**src/rtl/unified_mem_arbiter_pkg.sv**
```systemverilog
// Shared types and constants for the unified instruction/data memory arbiter.
package unified_mem_arbiter_pkg;

    typedef enum logic [1:0] {
        ARB_IDLE    = 2'd0,
        ARB_BUSY_IF = 2'd1,
        ARB_BUSY_D  = 2'd2,
        ARB_HALT    = 2'd3
    } arb_state_e;

    localparam logic [3:0] MEM_BE_READ = 4'hF;

endpackage

```
**src/rtl/unified_mem_arbiter_lat_counter.sv**
```systemverilog
// Loadable down-counter that flags the cycle in which the memory read data is valid.
module arb_lat_counter #(
    parameter int MEM_LAT = 2
) (
    input  logic clk,
    input  logic rst_n,
    input  logic load,
    output logic done
);

    localparam int CNT_W = $clog2(MEM_LAT + 1);

    logic [CNT_W-1:0] count_q;

    // NOTE: state registers use non-blocking assignments so every flop samples pre-edge values.
    always_ff @(posedge clk or negedge rst_n) begin
        if (!rst_n) begin
            count_q <= '0;
        end else if (load) begin
            count_q <= CNT_W'(MEM_LAT);
        end else if (count_q != '0) begin
            count_q <= count_q - CNT_W'(1);
        end
    end

    assign done = (count_q == '0);

endmodule

```
**src/rtl/unified_mem_arbiter.sv**
```systemverilog
// Single-port memory arbiter between fetch (IF) and load/store (D) with fixed-latency sequencing.
// Optional stall counters are built when ARB_PERF_CNT_EN is defined.
module unified_mem_arbiter
    import unified_mem_arbiter_pkg::*;
#(
    parameter int ADDR_W  = 12,
    parameter int MEM_LAT = 2
) (
    input  logic              clk,
    input  logic              rst_n,
    input  logic              if_req,
    input  logic [ADDR_W-1:0] if_addr,
    output logic              if_gnt,
    output logic              if_rvalid,
    output logic [31:0]       if_rdata,
    input  logic              d_req,
    input  logic              d_we,
    input  logic [3:0]        d_be,
    input  logic [ADDR_W-1:0] d_addr,
    input  logic [31:0]       d_wdata,
    output logic              d_gnt,
    output logic              d_rvalid,
    output logic [31:0]       d_rdata,
    input  logic              halt,
    output logic              mem_en,
    output logic              mem_we,
    output logic [3:0]        mem_be,
    output logic [ADDR_W-1:0] mem_addr,
    output logic [31:0]       mem_wdata,
    input  logic [31:0]       mem_rdata,
    output logic              halted
`ifdef ARB_PERF_CNT_EN
    ,
    output logic [31:0]       perf_if_stall,
    output logic [31:0]       perf_d_stall
`endif
);

    arb_state_e  state_q, state_d;
    logic        halt_pend_q;
    logic        busy;
    logic        cnt_done;
    logic        arb_open;
    logic [31:0] if_rdata_q;
    logic [31:0] d_rdata_q;
    logic        unused_addr_bits;

    assign unused_addr_bits = ^{if_addr[1:0], d_addr[1:0]};

    arb_lat_counter #(.MEM_LAT(MEM_LAT)) u_lat_counter (
        .clk   (clk),
        .rst_n (rst_n),
        .load  (if_gnt | d_gnt),
        .done  (cnt_done)
    );

    assign busy = (state_q == ARB_BUSY_IF) || (state_q == ARB_BUSY_D);

    // The completion cycle behaves like IDLE so back-to-back grants need no bubble;
    // rst_n gates it so grants stay low while reset is asserted.
    assign arb_open = rst_n && ((state_q == ARB_IDLE) || (busy && cnt_done));

    // NOTE: every output of this block gets a default first, so no path can infer a latch.
    always_comb begin
        state_d = state_q;
        if_gnt  = 1'b0;
        d_gnt   = 1'b0;
        if (arb_open) begin
            if (halt || halt_pend_q) begin
                state_d = ARB_HALT;
            end else if (d_req) begin
                d_gnt   = 1'b1;
                state_d = ARB_BUSY_D;
            end else if (if_req) begin
                if_gnt  = 1'b1;
                state_d = ARB_BUSY_IF;
            end else begin
                state_d = ARB_IDLE;
            end
        end
    end

    always_ff @(posedge clk or negedge rst_n) begin
        if (!rst_n) begin
            state_q     <= ARB_IDLE;
            halt_pend_q <= 1'b0;
        end else begin
            state_q <= state_d;
            // A halt seen mid-transaction is remembered even if endProgram drops again.
            if (busy && halt) begin
                halt_pend_q <= 1'b1;
            end
        end
    end

    always_ff @(posedge clk or negedge rst_n) begin
        if (!rst_n) begin
            mem_en    <= 1'b0;
            mem_we    <= 1'b0;
            mem_be    <= '0;
            mem_addr  <= '0;
            mem_wdata <= '0;
        end else begin
            mem_en <= if_gnt | d_gnt;
            if (d_gnt) begin
                mem_we    <= d_we;
                mem_be    <= d_we ? d_be : MEM_BE_READ;
                mem_addr  <= {d_addr[ADDR_W-1:2], 2'b00};
                mem_wdata <= d_wdata;
            end else if (if_gnt) begin
                mem_we   <= 1'b0;
                mem_be   <= MEM_BE_READ;
                mem_addr <= {if_addr[ADDR_W-1:2], 2'b00};
            end
        end
    end

    assign if_rvalid = (state_q == ARB_BUSY_IF) && cnt_done;
    assign d_rvalid  = (state_q == ARB_BUSY_D) && cnt_done;
    assign halted    = (state_q == ARB_HALT);

    always_ff @(posedge clk or negedge rst_n) begin
        if (!rst_n) begin
            if_rdata_q <= '0;
            d_rdata_q  <= '0;
        end else begin
            if (if_rvalid) begin
                if_rdata_q <= mem_rdata;
            end
            if (d_rvalid) begin
                d_rdata_q <= mem_we ? 32'h0 : mem_rdata;
            end
        end
    end

    // Read data is forwarded in its valid cycle, then held from the capture register.
    assign if_rdata = if_rvalid ? mem_rdata : if_rdata_q;
    assign d_rdata  = d_rvalid ? (mem_we ? 32'h0 : mem_rdata) : d_rdata_q;

`ifdef ARB_PERF_CNT_EN
    logic if_stall;
    logic d_stall;

    assign if_stall = if_req && !if_gnt && (state_q != ARB_HALT);
    assign d_stall  = d_req && !d_gnt && (state_q != ARB_HALT);

    always_ff @(posedge clk or negedge rst_n) begin
        if (!rst_n) begin
            perf_if_stall <= '0;
            perf_d_stall  <= '0;
        end else begin
            if (if_stall && (perf_if_stall != '1)) begin
                perf_if_stall <= perf_if_stall + 32'd1;
            end
            if (d_stall && (perf_d_stall != '1)) begin
                perf_d_stall <= perf_d_stall + 32'd1;
            end
        end
    end
`else
    // Stall counters are not present in this build.
`endif

endmodule

```
**config.mk**
```make
export PLATFORM = sky130hd
export DESIGN_NAME = unified_mem_arbiter
export DESIGN_NICKNAME = d
export VERILOG_FILES = /design/src/rtl/unified_mem_arbiter_pkg.sv /design/src/rtl/unified_mem_arbiter_lat_counter.sv /design/src/rtl/unified_mem_arbiter.sv
export SDC_FILE = /design/constraint.sdc
export NUM_CORES = 1
export LEC_CHECK = 0
export CAP_MARGIN = 20
export CELL_PAD_IN_SITES_DETAIL_PLACEMENT = 1
export CELL_PAD_IN_SITES_GLOBAL_PLACEMENT = 1
export CORE_MARGIN = 4
export CORE_UTILIZATION = 34
export DETAILED_ROUTE_END_ITERATION = 8
export HOLD_SLACK_MARGIN = 0.03
export PLACE_DENSITY_LB_ADDON = 0.3
export RECOVER_POWER = 100
export REMOVE_ABC_BUFFERS = 1
export SLEW_MARGIN = 15
export SYNTH_ARGS = -nofsm -noshare
export SYNTH_HDL_FRONTEND = slang
export SYNTH_SLANG_ARGS = --single-unit
```
**constraint.sdc**
```tcl
create_clock -name clk -period 3.53 [get_ports clk]
set_clock_uncertainty 0.05 [all_clocks]
set_input_delay 0.706 -clock clk [delete_from_list [all_inputs] [get_ports clk]]
set_output_delay 0.706 -clock clk [all_outputs]
set_load 0.01 [all_outputs]
```
==> qor_table.md, run 1 <==
| Parameter | Reported | Unit |
|:---|:---|:---|
| Result of the run | finished with violations | - |
| Violations in the final reports | max-capacitance violations, max-slew violations | - |
| Type of the setup path with the least slack | register to output pin | - |
| Total overflow reported by the global router | 0 | - |
| Synth-to-Final Area Change | 56.8 | % |
| Fraction of layout instances using a drive strength above 1 | 0.0920 | - |
| FMAX | 297 | MHz |
| Sequential-to-total area share from yosys stat | 0.617 | - |
| Sw frac | 0.314 | - |
| TritonCTS clock tree | done | - |
| Number of global-route vias before repair | 4,227 | - |
| Mean number of vias per cell | 4.85 | - |
| Flop-to-flop setup slack | 1.06 | ns |
| Post-Synthesis Mean Instance Area | 13.2 | sq um |
| Fraction of power consumed by the clock network | 0.260 | - |
| Number of remaining DRC errors | 0 | - |
| Number of nets at the end of the flow | 679 | - |
| Total internal power | 0.00411 | W |
| Clock latency on the worst-skew pair | 0.41 | ns |
| Fraction of the mapped netlist area in simple logic gates | 0.0675 | - |
| Number of sinks driven by the clock tree | 117 | - |
| VDD IR max | 329 | uV |
| Worst Min Path Start | if_rdata_q[18]$_DFF_PN0_ | - |
| Final critical delay including setup and external delays | 3.36 | ns |
| H-tree depth reported by CTS | 4 | - |
| Largest net degree at the start of global routing | 67 | - |
| Drt initial violations | 138 | - |
| Clock transition at the registers of the reported paths | 0.05 | ns |
| Core outline area | 13,500 | sq um |
| Yosys synthesis warning count | 0 | - |
| Combinational fraction of design power | 0.392 | - |
| Number of antenna violations at the first check in global routing | 0 | - |
| Synthesized area | 4750 | sq um |
| Filler cells | 1,406 | - |
| Root Driver | sky130_fd_sc_hd__clkbuf_16 | - |
| Total placed instance area | 7020 | sq um |
| Final period util | 0.952 | - |
| Post-layout instance area | 7450 | sq um |
| Adder and majority gate portion of the synthesized area | 0.0132 | - |
| Summed negative setup slack over all endpoints | 0 | ns |
| Final slew viol count | 67 | - |
| Effective utilization at floorplan | 0.353 | - |
| Worst r2r path cells | 6 | - |
| Vias post-DR | 3,703 | - |
| Hold Vio Cnt, Final | 0 | - |
| Global-route wire length before repair | 23.3 | mm |
| X dimension of the die | 126 | um |
| Total power divided by cell area | 806 | nW/um^2 |
| Net Sw Power | 0.00188 | W |
| PortBufs | 210 | - |
| Post-layout worst setup margin | 0.169 | ns |
| Antenna viol nets, final | 0 | - |
| Measured slew at the worst slew-check pin | 1.62 | ns |
| Sequential fraction of design power | 0.347 | - |
| Std-Cell Rows | 42 | - |
| Number of hold buffers added after CTS | 0 | - |
| Number of buffers added by the clock tree synthesis step | 17 | - |
| Final count of negative-setup-slack endpoints | 0 | - |
| Worst slew margin relative to its limit | -0.0798 | - |
| Worst reg2reg path startpoint | state_q[0]$_DFFE_PN0P_ | - |
| DPL Wire Length | 10.5 | mm |
| Capture point of the worst reg-to-reg path | mem_wdata[0]$_DFFE_PN0N_ | - |
| Total Die Area | 15,900 | sq um |
| Number of cells traversed by the worst hold path | 1 | - |
| Register bit count reported by yosys | 117 | - |
| Worst setup EP type | output pin | - |
| Diode count | 0 | - |
| Final weighted congestion of routability-driven global placement | 0.764 | - |
| Setup repair after global routing missed its margin | false | - |
| Total routing usage reported by global routing | 0.188 | - |
| Worst min-delay path endpoint | if_rdata_q[18]$_DFF_PN0_ | - |
| Top-level port count | 217 | - |
| Sum of routed wire length over all layers | 14.7 | mm |
| Reported leakage power | 3.52 | nW |
| Largest family of logic cells by synthesized area | multiplexers | - |
| DIE HEIGHT | 126 | um |
| Area fraction in compound gates after synthesis | 0.0867 | - |
| Pre-Repair DR Iteration Count | 4 | - |
| Startpoint types | register | - |
| Number of cells produced by synthesis | 361 | - |
| Core occupancy in the finished layout | 0.554 | - |
| CP max FO | 22 | - |
| Class of the worst hold path | register to register | - |
| Post-placement worst setup slack | 0.370 | ns |
| Xor and xnor area share after synthesis | 0.00184 | - |
| Data arrival time at the worst-slack endpoint | 2.61 | ns |
| CP required | 2.77 | ns |
| Maximum clock insertion buffer count | 2 | - |
| Library cells used by synthesis | 30 | - |
| Mean routed wirelength per cell | 19.3 | um |
| Hold slack | 0.436 | ns |
| Share of cell area taken by muxes after synthesis | 0.175 | - |
| Max capacitance violation total | 1 | - |
==> stage by stage <==
step	cells	total power [W]
floorplan	338	0.00313
CTS	763	0.00637
global placement	733	0.00463
detailed placement	733	0.00475
finish	763	0.00600
global route	763	0.00636
==> how the worst max path moves through the flow <==
stage	startpoint	to	slack, ns	cells after the start
floorplan	u_lat_counter.count_q[0]$_DFFE_PN0P_	d_rdata[0]	0.79	4
global placement	halt	if_gnt	0.38	5
detailed placement	halt	if_gnt	0.37	5
CTS	u_lat_counter.count_q[0]$_DFFE_PN0P_	d_rdata[6]	0.09	6
global route	u_lat_counter.count_q[0]$_DFFE_PN0P_	if_rdata[18]	0.03	6
finish	u_lat_counter.count_q[0]$_DFFE_PN0P_	if_rdata[1]	0.17	6
==> registers in the layout (all words and copies together) (netlist names) <==
| register | cells |
|---|---|
| mem_addr | 10 |
| mem_wdata | 32 |
| mem_be | 4 |
| mem_en | 1 |
| u_lat_counter.count_q | 2 |
| mem_we | 1 |
| d_rdata_q | 32 |
| if_rdata_q | 32 |
| state_q | 2 |
| halt_pend_q | 1 |
==> per-layer routing <==
layer  share of wire  routed length (um)  GRT usage
met2            0.47                6870      0.300
met1            0.41                6060      0.224
met3            0.11                1580     0.0948
met4           0.012                 179     0.0587
met5               0                   0          0
==> repair_timing <==
action                     4_1_cts  5_1_grt
buffers inserted                 0        0
setup endpoints to repair        0       17
gates resized for setup          0        1
==> cell usage after synthesis <==
library cell,instances,area (sq um)
sky130_fd_sc_hd__dfrtp_1,117,2930
sky130_fd_sc_hd__nand2_1,66,248
sky130_fd_sc_hd__mux2_2,35,394
sky130_fd_sc_hd__o21ai_0,33,165
sky130_fd_sc_hd__mux2_4,29,435
sky130_fd_sc_hd__a2bb2oi_1,10,87.6
sky130_fd_sc_hd__o22ai_1,10,62.6
sky130_fd_sc_hd__clkbuf_1,9,33.8
sky130_fd_sc_hd__inv_1,9,33.8
sky130_fd_sc_hd__buf_2,6,30.0
sky130_fd_sc_hd__ha_1,5,62.6
sky130_fd_sc_hd__buf_6,4,45.0
sky130_fd_sc_hd__o22a_1,4,35.0
sky130_fd_sc_hd__buf_4,3,22.5
sky130_fd_sc_hd__nor2_1,3,11.3
sky130_fd_sc_hd__a21o_1,2,15.0
sky130_fd_sc_hd__a21oi_1,2,10.0
sky130_fd_sc_hd__a41oi_1,2,17.5
sky130_fd_sc_hd__a211o_1,1,8.76
sky130_fd_sc_hd__and2_1,1,6.26
sky130_fd_sc_hd__and3_1,1,6.26
sky130_fd_sc_hd__buf_1,1,3.75
sky130_fd_sc_hd__buf_8,1,15.0
sky130_fd_sc_hd__conb_1,1,3.75
sky130_fd_sc_hd__nand2b_1,1,6.26
sky130_fd_sc_hd__nand3_4,1,17.5
sky130_fd_sc_hd__nand4_1,1,6.26
sky130_fd_sc_hd__nor3b_4,1,18.8
sky130_fd_sc_hd__o211a_1,1,10.0
sky130_fd_sc_hd__xor2_1,1,8.76
==> power groups by stage <==
stage	clock, W	combinational [W]	sequential [W]
after floorplan	0	0.00101	0.00212
after global placement	0	0.00256	0.00207
after detailed placement	0	0.00264	0.00211
after CTS	0.00160	0.00267	0.00210
after global routing	0.00166	0.00255	0.00215
final	0.00156	0.00235	0.00208
==> logic make-up (layout without fill, tap and decap cells) <==
| kind of cell | after synthesis | count (layout) |
|---|---|---|
| AND/OR/NAND/NOR | 75 | 75 |
| flip-flops | 117 | 117 |
| adder cells (fa/ha/maj) | 5 | 5 |
| other | 1 | 2 |
| AO/OA/AOI/OAI | 65 | 65 |
| XOR/XNOR | 1 | 1 |
| buffers and inverters | 33 | 258 |
| multiplexers | 64 | 64 |
==> placed cells by master (no fill, tap or decap), types with 3 or more instances in the layout <==
master / n
sky130_fd_sc_hd__o22a_1: 4
sky130_fd_sc_hd__dfrtp_1: 117
sky130_fd_sc_hd__nor2_1: 3
sky130_fd_sc_hd__ha_1: 5
sky130_fd_sc_hd__clkbuf_8: 6
sky130_fd_sc_hd__dlygate4sd3_1: 101
sky130_fd_sc_hd__clkinv_2: 4
sky130_fd_sc_hd__clkdlybuf4s50_1: 108
sky130_fd_sc_hd__buf_4: 4
sky130_fd_sc_hd__clkbuf_16: 17
sky130_fd_sc_hd__inv_1: 9
sky130_fd_sc_hd__o22ai_1: 10
sky130_fd_sc_hd__mux2_2: 14
sky130_fd_sc_hd__a2bb2oi_1: 10
sky130_fd_sc_hd__nand2_1: 65
sky130_fd_sc_hd__clkbuf_1: 4
sky130_fd_sc_hd__mux2_1: 49
sky130_fd_sc_hd__o21ai_0: 33
==> critical path, cell delays in order, from the launching register on <==
cell and delay (ns):
sky130_fd_sc_hd__dfrtp_1 0.36, sky130_fd_sc_hd__inv_1 0.06, sky130_fd_sc_hd__ha_1 0.30, sky130_fd_sc_hd__nand2_1 0.14, sky130_fd_sc_hd__buf_4 0.33, sky130_fd_sc_hd__mux2_1 0.39, sky130_fd_sc_hd__dlygate4sd3_1 0.61
==> cell type report <==
class / count / area, sq um / area share
Clock inverter: 4 / 20.0 / 0.00269
Sequential cell: 117 / 2930 / 0.393
Timing Repair Buffer: 219 / 2180 / 0.293
Inverter: 9 / 33.8 / 0.00454
Multi-Input combinational cell: 212 / 1540 / 0.207
Clock buffer: 26 / 519 / 0.0697
Tap cell: 176 / 220 / 0.0296
No activity file was read; power rests on OpenSTA's default activity.
==> run 2, diff against run 1 <==
CORE_UTILIZATION = 29   (was 34)
clock period = 2.9 ns   (was 3.53 ns; I/O delays follow)
==> run 2 against run 1 <==
  * Register-to-register slack worse by 0.46 ns
  * Global-route usage shrank 2.9 points
  * Sequential power up 22%
  * Critical path type unchanged
  * The run still ends with max-capacitance violations, max-slew violations left
  * Utilization decreased by 5.6 points
  * First-iteration DRC count is 27% lower
  * Sequential share of layout area decreased by 2.4 points
==> qor_table.md, run 2 (synthesis gave the netlist of run 1 again) <==
| Parameter | Reported | Unit |
|:---|:---|:---|
| Final count of negative-setup-slack endpoints | 0 | - |
| TritonCTS clock tree | done | - |
| Core occupancy in the finished layout | 0.497 | - |
| Number of remaining DRC errors | 0 | - |
| Top-level port count | 217 | - |
| Worst slew margin relative to its limit | -0.158 | - |
| Worst reg2reg path startpoint | state_q[0]$_DFFE_PN0P_ | - |
| Drt initial violations | 101 | - |
| Core outline area | 15,900 | sq um |
| Worst Min Path Start | d_rdata_q[27]$_DFF_PN0_ | - |
| Number of antenna violations at the first check in global routing | 0 | - |
| Effective utilization at floorplan | 0.298 | - |
| Total placed instance area | 7080 | sq um |
| CP max FO | 16 | - |
| Number of cells traversed by the worst hold path | 2 | - |
| Sw frac | 0.307 | - |
| Fraction of power consumed by the clock network | 0.276 | - |
| Worst min-delay path endpoint | d_rdata_q[27]$_DFF_PN0_ | - |
| Sum of routed wire length over all layers | 15.5 | mm |
| Largest net degree at the start of global routing | 70 | - |
| Mean number of vias per cell | 4.59 | - |
| Final period util | 0.951 | - |
| Clock transition at the registers of the reported paths | 0.06 | ns |
| Filler cells | 1,619 | - |
| Diode count | 0 | - |
| Antenna viol nets, final | 0 | - |
| Worst stage delay on the critical path | 0.55 | ns |
| Flop-to-flop setup slack | 0.60 | ns |
| Total routing usage reported by global routing | 0.159 | - |
| CP required | 2.27 | ns |
| Combinational fraction of design power | 0.399 | - |
| WP buf/inv | 3 | - |
| Final weighted congestion of routability-driven global placement | 0.698 | - |
| Worst r2r path cells | 7 | - |
| Post-layout worst setup margin | 0.141 | ns |
| PortBufs | 210 | - |
| Area used by sequential logic in the layout | 2930 | sq um |
| Commonest cells after routing, fill and taps aside | sky130_fd_sc_hd__clkdlybuf4s50_1 (144), sky130_fd_sc_hd__dfrtp_1 (117), sky130_fd_sc_hd__nand2_1 (64) | - |
| Leading cell type in the layout, fill and taps excluded | sky130_fd_sc_hd__clkdlybuf4s50_1 | - |
| Violations in the final reports | max-capacitance violations, max-slew violations | - |
| Footprint of the multi-input gates | 1670 | sq um |
| Final critical delay including setup and external delays | 2.76 | ns |
| Number of buffers added by the clock tree synthesis step | 17 | - |
| Maximum clock insertion buffer count | 2 | - |
| CP max-delay cell | sky130_fd_sc_hd__clkdlybuf4s50_1 | - |
| Post-placement worst setup slack | 0.126 | ns |
| Type of the setup path with the least slack | register to output pin | - |
| Vias post-DR | 3,731 | - |
| X dimension of the die | 136 | um |
| H-tree depth reported by CTS | 4 | - |
| Number of nets at the end of the flow | 688 | - |
| Sequential fraction of design power | 0.325 | - |
| Total overflow reported by the global router | 0 | - |
| Number of sinks driven by the clock tree | 117 | - |
| Total power divided by cell area | 987 | nW/um^2 |
| Capture point of the worst reg-to-reg path | mem_wdata[31]$_DFFE_PN0N_ | - |
| Total internal power | 0.00542 | W |
| Root Driver | sky130_fd_sc_hd__clkbuf_16 | - |
| FMAX | 362 | MHz |
| Max capacitance violation total | 1 | - |
| Total Die Area | 18,500 | sq um |
| Fraction of layout instances using a drive strength above 1 | 0.198 | - |
| Net Sw Power | 0.00240 | W |
| DIE HEIGHT | 136 | um |
| Data arrival time at the worst-slack endpoint | 2.13 | ns |
| Startpoint types | register | - |
| DPL Wire Length | 10.2 | mm |
| Std-Cell Rows | 46 | - |
| Cell family with most CP delay | buffers and inverters | - |
| Worst setup EP type | output pin | - |
| Class of the worst hold path | register to register | - |
| Mean routed wirelength per cell | 19.0 | um |
| Reported leakage power | 4.13 | nW |
| Result of the run | finished with violations | - |
| Final slew viol count | 70 | - |
| Largest registers in the final layout | d_rdata_q (32), if_rdata_q (32), mem_wdata (32) | - |
| Hold Vio Cnt, Final | 0 | - |
| Clock latency on the worst-skew pair | 0.42 | ns |
| Synth-to-Final Area Change | 66.9 | % |
| VDD IR max | 406 | uV |
| Post-layout instance area | 7930 | sq um |
| Worst path cell trace | inv_1 > ha_1 > nand2_4 > clkbuf_16 > nand2_1 > o21ai_2 > clkdlybuf4s50_1 | - |
| Number of global-route vias before repair | 4,192 | - |
| Measured slew at the worst slew-check pin | 1.74 | ns |
| Global-route wire length before repair | 22.3 | mm |
| Pre-Repair DR Iteration Count | 4 | - |
==> run 2: worst register-to-register path, stage by stage, from the launching register on <==
cell	delay, ns
sky130_fd_sc_hd__dfrtp_1	0.37
sky130_fd_sc_hd__inv_1	0.07
sky130_fd_sc_hd__ha_1	0.33
sky130_fd_sc_hd__a21o_1	0.23
sky130_fd_sc_hd__buf_4	0.17
sky130_fd_sc_hd__nand3_4	0.07
sky130_fd_sc_hd__buf_4	0.48
sky130_fd_sc_hd__mux2_2	0.43
==> run 2: area by class of cell <==
cell class | instances | area share
clock buffer | 22 | 0.0611
inverter | 9 | 0.00426
clock inverter | 9 | 0.0158
multi-input combinational | 212 | 0.211
tap | 216 | 0.0341
timing repair buffer | 228 | 0.304
sequential | 117 | 0.369
==> run 2: metal layers <==
| metal | up-vias | routed length, um | global-route usage |
|---|---|---|---|
| li1 | 1690 | - | - |
| met1 | 1846 | 6440 | 0.186 |
| met2 | 174 | 7150 | 0.243 |
| met3 | 21 | 1630 | 0.0885 |
| met4 | 0 | 244 | 0.0661 |
| met5 | - | 0 | 0 |
==> run 2: power by group through the flow <==
| stage | combinational [W] | clock, W | sequential, W |
|---|---|---|---|
| 2_1_floorplan | 0.00123 | 0 | 0.00259 |
| 3_3_place_gp | 0.00312 | 0 | 0.00252 |
| 3_5_place_dp | 0.00321 | 0 | 0.00256 |
| 4_1_cts | 0.00318 | 0.00221 | 0.00254 |
| 5_1_grt | 0.00339 | 0.00231 | 0.00261 |
| 6_report | 0.00312 | 0.00216 | 0.00254 |
==> run 2: repair_timing <==
action	4_1_cts	5_1_grt
pin swaps	0	0
gates cloned	0	4
hold buffers	0	0
setup buffers	2	1
setup endpoints to repair	66	48
gates resized for setup	38	58
==> run 2: worst max path at each step <==
stage / from / to / slack (ns) / cells past startpoint
2_1_floorplan: u_lat_counter.count_q[0]$_DFFE_PN0P_ / d_rdata[0] / 0.28 / 4
3_3_place_gp: halt / if_gnt / 0.14 / 5
3_5_place_dp: halt / if_gnt / 0.13 / 5
4_1_cts: u_lat_counter.count_q[0]$_DFFE_PN0P_ / d_rdata[26] / -0.03 / 6
5_1_grt: state_q[0]$_DFFE_PN0P_ / d_rdata[27] / -0.008 / 7
6_report: state_q[0]$_DFFE_PN0P_ / d_rdata[27] / 0.14 / 7
==> run 2: per-stage QoR <==
step,total power (W),cells,hold slack (ns),TNS (ns)
global placement,0.00564,775,0.422,0
floorplan,0.00381,338,0.234,0
detailed placement,0.00578,775,0.435,0
CTS,0.00793,808,0.358,-0.169
global route,0.00831,813,0.455,-0.00831
finish,0.00782,813,0.426,0
==> run 3, diff against run 2 <==
ABC_CLOCK_PERIOD_IN_PS = 2900   (was unset)
==> results of run 3 <==
The final DEF is identical to that of run 2; final timing and power are the same.
